--- src/rtl/mul_pkg.sv ---
`default_nettype none
// ============================================================================
//  Module      : mul_pkg
//  Description : Shared types for the shift-and-add multiply-accumulate unit.
//  Revision    : 1.0 - initial release
// ============================================================================
package mul_pkg;

    typedef enum logic [1:0] {
        S_IDLE = 2'd0,
        S_RUN  = 2'd1,
        S_DONE = 2'd2
    } state_t;

endpackage : mul_pkg
`default_nettype wire

--- src/rtl/shift_add_multiplier.sv ---
`default_nettype none
// ============================================================================
//  Module      : shift_add_multiplier
//  Description : Sequential shift-and-add MAC, product = A*B + C, one
//                multiplier bit per clock with a start/done handshake.
//  Revision    : 1.0 - initial release
// ============================================================================
module shift_add_multiplier
    import mul_pkg::*;
#(
    parameter int N = 8
) (
    input  logic           clk,
    input  logic           rst,
    input  logic           start,
    input  logic [N-1:0]   multiplicand,
    input  logic [N-1:0]   multiplier,
    input  logic [N-1:0]   addend,
    output logic [2*N-1:0] product,
    output logic           done,
    output logic           busy,
    output logic           overflow
);

    localparam int           CW   = $clog2(N);
    localparam logic [CW-1:0] LAST = CW'(N - 1);

    state_t           state_q,    state_d;
    logic [CW-1:0]    count_q,    count_d;
    logic [N-1:0]     a_q,        a_d;
    logic [N-1:0]     b_q,        b_d;
    logic [2*N-1:0]   acc_q,      acc_d;
    logic [2*N-1:0]   product_q,  product_d;
    logic             done_q,     done_d;
    logic             overflow_q, overflow_d;
    logic [2*N-1:0]   acc_step;

    always_ff @(posedge clk or negedge rst) begin
        if (!rst) begin
            state_q    <= S_IDLE;
            count_q    <= '0;
            a_q        <= '0;
            b_q        <= '0;
            acc_q      <= '0;
            product_q  <= '0;
            done_q     <= 1'b0;
            overflow_q <= 1'b0;
        end else begin
            state_q    <= state_d;
            count_q    <= count_d;
            a_q        <= a_d;
            b_q        <= b_d;
            acc_q      <= acc_d;
            product_q  <= product_d;
            done_q     <= done_d;
            overflow_q <= overflow_d;
        end
    end

    always_comb begin
        // Partial product for the current bit; the 2N-bit sum cannot carry out.
        acc_step   = acc_q + (b_q[0] ? ({{N{1'b0}}, a_q} << count_q) : '0);
        state_d    = state_q;
        count_d    = count_q;
        a_d        = a_q;
        b_d        = b_q;
        acc_d      = acc_q;
        product_d  = product_q;
        done_d     = done_q;
        overflow_d = overflow_q;

        case (state_q)
            S_IDLE, S_DONE: begin
                if (start) begin
                    a_d        = multiplicand;
                    b_d        = multiplier;
                    acc_d      = {{N{1'b0}}, addend};
                    count_d    = '0;
                    done_d     = 1'b0;
                    overflow_d = 1'b0;
                    state_d    = S_RUN;
                end
            end
            S_RUN: begin
                acc_d   = acc_step;
                b_d     = b_q >> 1;
                count_d = count_q + CW'(1);
                if (count_q == LAST) begin
                    count_d    = '0;
                    product_d  = acc_step;
                    overflow_d = |acc_step[2*N-1:N];
                    done_d     = 1'b1;
                    state_d    = S_DONE;
                end
            end
            default: state_d = S_IDLE;
        endcase
    end

    assign busy     = (state_q == S_RUN);
    assign product  = product_q;
    assign done     = done_q;
    assign overflow = overflow_q;

endmodule : shift_add_multiplier
`default_nettype wire
--- config.mk ---
export PLATFORM = sky130hd
export DESIGN_NAME = shift_add_multiplier
export DESIGN_NICKNAME = d
export VERILOG_FILES = /design/src/rtl/mul_pkg.sv /design/src/rtl/shift_add_multiplier.sv
export SDC_FILE = /design/constraint.sdc
export NUM_CORES = 1
export LEC_CHECK = 0
export ABC_CLOCK_PERIOD_IN_PS = 3450
export CAP_MARGIN = 10
export CORE_MARGIN = 2
export CORE_UTILIZATION = 55
export CTS_CLUSTER_DIAMETER = 30
export DETAILED_ROUTE_END_ITERATION = 10
export MAX_ROUTING_LAYER = met4
export PLACE_DENSITY = 0.84
export REMOVE_ABC_BUFFERS = 1
export SYNTH_ARGS = -nofsm -noshare
export SYNTH_HDL_FRONTEND = slang
export SYNTH_SLANG_ARGS = --single-unit
export TNS_END_PERCENT = 1
--- constraint.sdc ---
create_clock -name clk -period 3.45 [get_ports clk]
set_input_delay 0.8625 -clock clk [delete_from_list [all_inputs] [get_ports clk]]
set_output_delay 0.8625 -clock clk [all_outputs]
set_load 0.01 [all_outputs]
==> metrics.txt <==
# TYPE chip_impl_metric gauge
chip_impl_metric{name="postSynthAreaPerCell",unit="um^2"} 8.71
chip_impl_metric{name="grt_start_max_net_pins",unit=""} 38
chip_impl_metric{name="timing.critical_path.required",unit="ps"} 3620
chip_impl_metric{name="synth.distinct_cells",unit=""} 46
chip_impl_metric{name="number_of_buffer_cells_added_on_primary_ports",unit=""} 45
chip_impl_metric{name="worst-path-buf-inv",unit=""} 0
chip_impl_metric{name="via_per_inst",unit=""} 5.53
chip_impl_metric{name="std_cell_rows",unit=""} 28
chip_impl_info{name="clock-root-buffer",value="sky130_fd_sc_hd__clkbuf_8"} 1
chip_impl_metric{name="placed_cells_incl_taps",unit=""} 488
chip_impl_metric{name="layout-drive-gt1-share",unit="%"} 8.79
chip_impl_info{name="critical_path.cell_chain",value="mux2_2, o21ai_1, o21ai_0, and2_1, ha_1, a2111oi_4, a21boi_4, nor4_4, o221ai_2, xor2_1, nor2b_1, a41oi_1"} 1
chip_impl_metric{name="die_w",unit="um"} 81.2
chip_impl_metric{name="synth_top_cell_area_share",unit="%"} 41.9
chip_impl_metric{name="wire_length_of_the_first_global_routing_pass",unit="um"} 12800
chip_impl_metric{name="maxSlewViolCount",unit=""} 0
chip_impl_metric{name="initial_standard_cell_utilization_of_the_core",unit="%"} 56.1
chip_impl_metric{name="min_path_cells",unit=""} 2
chip_impl_metric{name="dp.final_hpwl",unit="um"} 5610
chip_impl_metric{name="hold_violations",unit=""} 0
chip_impl_metric{name="cts_buffers",unit=""} 5
chip_impl_metric{name="final.fill_count",unit=""} 491
chip_impl_metric{name="smallest_hold_slack",unit="ps"} 484
chip_impl_info{name="min-delay-start",value="product[1]$_DFFE_PN0P_"} 1
chip_impl_metric{name="layout.cell_area.non_filler",unit="um^2"} 3920
chip_impl_metric{name="number_of_top_level_design_ports",unit=""} 46
chip_impl_metric{name="critical_path.max_stage_delay",unit="ps"} 430
chip_impl_metric{name="asyncSetResetFlopFracSynth",unit="%"} 100
chip_impl_info{name="outcome",value="finished clean"} 1
chip_impl_metric{name="post-route-drc-count",unit=""} 0
chip_impl_metric{name="final_period_minus_worst_setup_slack",unit="ps"} 3240
chip_impl_info{name="rsz0062_at_grt",value="false"} 1
chip_impl_metric{name="gp_routability_congestion",unit=""} 0.934
chip_impl_metric{name="tightest_pin_transition",unit="ps"} 1060
chip_impl_info{name="synth_largest_area_cell",value="sky130_fd_sc_hd__dfrtp_1"} 1
chip_impl_metric{name="num-nets-final",unit=""} 466
chip_impl_metric{name="mappedNetlistArea",unit="um^2"} 3280
chip_impl_info{name="post-synth-top-count-cell",value="sky130_fd_sc_hd__nand2_1"} 1
chip_impl_metric{name="register_area",unit="um^2"} 1380
chip_impl_metric{name="antennaDiodeCount",unit=""} 0
chip_impl_metric{name="wirelength",unit="um"} 7530
chip_impl_metric{name="combined_area_of_the_multi_input_logic_cells",unit="um^2"} 1800
chip_impl_metric{name="power_consumption",unit="mW"} 4.13
chip_impl_info{name="critical-path-slowest-cell",value="sky130_fd_sc_hd__dfrtp_2"} 1
chip_impl_metric{name="clock_sink_count",unit=""} 55
chip_impl_metric{name="achievable-frequency",unit="MHz"} 309
chip_impl_metric{name="worst_clock_skew",unit="ps"} 6.46
chip_impl_metric{name="setup_total_negative_slack",unit="ps"} 0
chip_impl_metric{name="synthToLayoutAreaGrowth",unit="%"} 19.6
chip_impl_info{name="worstReg2RegStart",value="count_q[1]$_DFFE_PN0P_"} 1
chip_impl_metric{name="grt.overflow.total",unit=""} 0
chip_impl_metric{name="synthesis_warning_total",unit=""} 0
chip_impl_info{name="ys_top_cells_by_count",value="100 x sky130_fd_sc_hd__nand2_1, 55 x sky130_fd_sc_hd__dfrtp_1, 32 x sky130_fd_sc_hd__o21ai_0"} 1
chip_impl_metric{name="design.die.area",unit="um^2"} 6600
chip_impl_info{name="tritoncts",value="done"} 1
chip_impl_metric{name="worst_ep_arrival",unit="ps"} 3410
chip_impl_metric{name="ctsHtreeMaxLevel",unit=""} 2
chip_impl_info{name="yosys-top-cells-area",value="sky130_fd_sc_hd__dfrtp_1 42%, sky130_fd_sc_hd__nand2_1 11%, sky130_fd_sc_hd__ha_1 6.5%, sky130_fd_sc_hd__o21ai_0 4.9%, sky130_fd_sc_hd__nor2_1 3.4%"} 1
chip_impl_metric{name="cts.clk_slew.worst_paths",unit="ps"} 90
chip_impl_metric{name="maxCapViolations",unit=""} 0
chip_impl_info{name="end_kind",value="flip-flop"} 1
chip_impl_metric{name="netlist_instances",unit=""} 377
chip_impl_metric{name="final_antenna_net_count",unit=""} 0
chip_impl_metric{name="post_synthesis_sequential_area_ratio",unit="%"} 41.9
chip_impl_metric{name="reg2reg_depth",unit=""} 12
chip_impl_metric{name="number_of_global_route_vias_before_repair",unit=""} 2688
chip_impl_metric{name="grt_antenna_before_repair",unit=""} 0
chip_impl_metric{name="slew-limit-headroom",unit="%"} 29.4
chip_impl_metric{name="critical_path.max_fanout",unit=""} 5
chip_impl_metric{name="postCtsHoldBufs",unit=""} 0
chip_impl_metric{name="drtPass1Iterations",unit=""} 5
chip_impl_metric{name="post-route-period-util",unit="%"} 93.9
chip_impl_metric{name="leakage_power",unit="nW"} 1.83
chip_impl_metric{name="track_usage",unit="%"} 25.9
chip_impl_info{name="cp-start-kind",value="flip-flop"} 1
chip_impl_metric{name="ys_seq_elements",unit=""} 55
chip_impl_info{name="synth_ff_type",value="sky130_fd_sc_hd__dfrtp_1"} 1
chip_impl_metric{name="route.vias.total",unit=""} 2743
chip_impl_metric{name="clkLatencyLatePin",unit="ps"} 300
chip_impl_metric{name="synth-edff-count",unit=""} 0
chip_impl_metric{name="finalSetupViolCount",unit=""} 0
chip_impl_metric{name="dpl-instance-area",unit="um^2"} 3820
chip_impl_metric{name="fp.dieH",unit="um"} 81.2
chip_impl_info{name="worst-setup-path-type",value="reg2reg"} 1
chip_impl_info{name="hold-path-endpoint",value="product[1]$_DFFE_PN0P_"} 1
chip_impl_info{name="crit-reg2reg-capture",value="overflow$_DFFE_PN0P_"} 1
chip_impl_metric{name="worst_ir_drop_vdd",unit="mV"} 0.482
chip_impl_metric{name="clk_path_buf_depth",unit=""} 2
chip_impl_metric{name="timing.reg2reg.setup_slack",unit="ps"} 210
chip_impl_metric{name="power_density",unit="nW/um^2"} 1050
chip_impl_info{name="cpLargestDelayFamily",value="compound AO/OA/AOI/OAI gates"} 1
chip_impl_metric{name="drt-initial-drc-count",unit=""} 137
chip_impl_metric{name="core",unit="um^2"} 5850
chip_impl_metric{name="finalNonFillerCells",unit=""} 496
chip_impl_info{name="timing.hold.worst.class",value="reg2reg"} 1
chip_impl_metric{name="drt-wirelength-per-cell",unit="um"} 15.2
-- timing repair --
item | in CTS | in global routing
setup buffers | 0 | 1
gates resized for setup | 0 | 4
hold endpoints to repair | 0 | 0
setup endpoints to repair | 0 | 5
-- routing by layer --
layer | vias up | global-route usage, % | wire length, um
met5 | - | - | 0
met4 | 0 | 4.07 | 60
met3 | 7 | 3.89 | 318
met2 | 58 | 44.1 | 3690
met1 | 1296 | 33.3 | 3460
li1 | 1382 | - | -
-- cell type report --
type | instances | share of cell area [%]
clock buffer | 6 | 2.10
clock inverter | 1 | 0.128
inverter | 8 | 0.765
multi-input combinational | 294 | 45.8
sequential | 55 | 35.1
tap | 75 | 2.39
timing repair buffer | 57 | 13.6
-- cell usage in the layout, fill, tap and decap left out, drive strengths merged, types with 6 or more instances in the layout --
master / n
a21o: 6
a21oi: 14
a31oi: 9
buf: 13
clkbuf: 6
clkdlybuf4s50: 44
dfrtp: 55
ha: 17
inv: 7
mux2: 7
mux2i: 8
nand2: 100
nor2: 30
nor2b: 6
o21ai: 33
xnor2: 7
xor2: 6
-- per-stage QoR --
step	utilization, %	setup WS [ps]
detailed placement	65.3	125
global route	67.1	5.30
CTS	66.8	97.1
finish	67.1	211
floorplan	-	245
global placement	65.3	211
-- cell families (layout without fill, tap and decap cells) --
group,count (synthesis),in the layout,synth area share [%]
AO/OA/AOI/OAI,90,90,18.5
XOR/XNOR,13,13,3.47
adder cells (fa/ha/maj),18,18,7.09
buffers and inverters,28,72,3.51
flip-flops,55,55,41.9
multiplexers,15,15,4.84
AND/OR/NAND/NOR,158,158,20.7
-- worst max path at each step --
stage / slack (ps) / startpoint / cells after the start / to
4_1_cts: 100 / count_q[1]$_DFFE_PN0P_ / 12 / overflow$_DFFE_PN0P_
2_1_floorplan: 250 / count_q[1]$_DFFE_PN0P_ / 12 / overflow$_DFFE_PN0P_
3_3_place_gp: 210 / count_q[1]$_DFFE_PN0P_ / 11 / overflow$_DFFE_PN0P_
3_5_place_dp: 120 / count_q[1]$_DFFE_PN0P_ / 12 / overflow$_DFFE_PN0P_
6_report: 210 / count_q[1]$_DFFE_PN0P_ / 12 / overflow$_DFFE_PN0P_
5_1_grt: 5 / count_q[1]$_DFFE_PN0P_ / 12 / overflow$_DFFE_PN0P_
-- worst reg2reg max path: cells and delay by family (launching register included) --
| family | cells | cell delay, ps |
|---|---|---|
| fa+ha+maj | 1 | 370 |
| simple gates | 3 | 390 |
| mux | 1 | 360 |
| xor+xnor | 1 | 230 |
| compound gates | 6 | 1330 |
| flops | 1 | 430 |
-- state kept, by name, indices dropped and copies added (netlist names) --
signal and cells:
product 16, done 1, b_q 8, overflow 1, acc_q 16, state_q 2
a_q 8, count_q 3
-- power breakdown --
group | leakage, nW | internal [mW] | switching, mW | total, mW
clock network | 0.0470 | 0.158 | 0.197 | 0.355
registers | 0.684 | 0.946 | 0.217 | 1.16
logic | 1.10 | 1.15 | 1.46 | 2.61
total | 1.83 | 2.26 | 1.87 | 4.13
(Power assumes the default switching activity.)
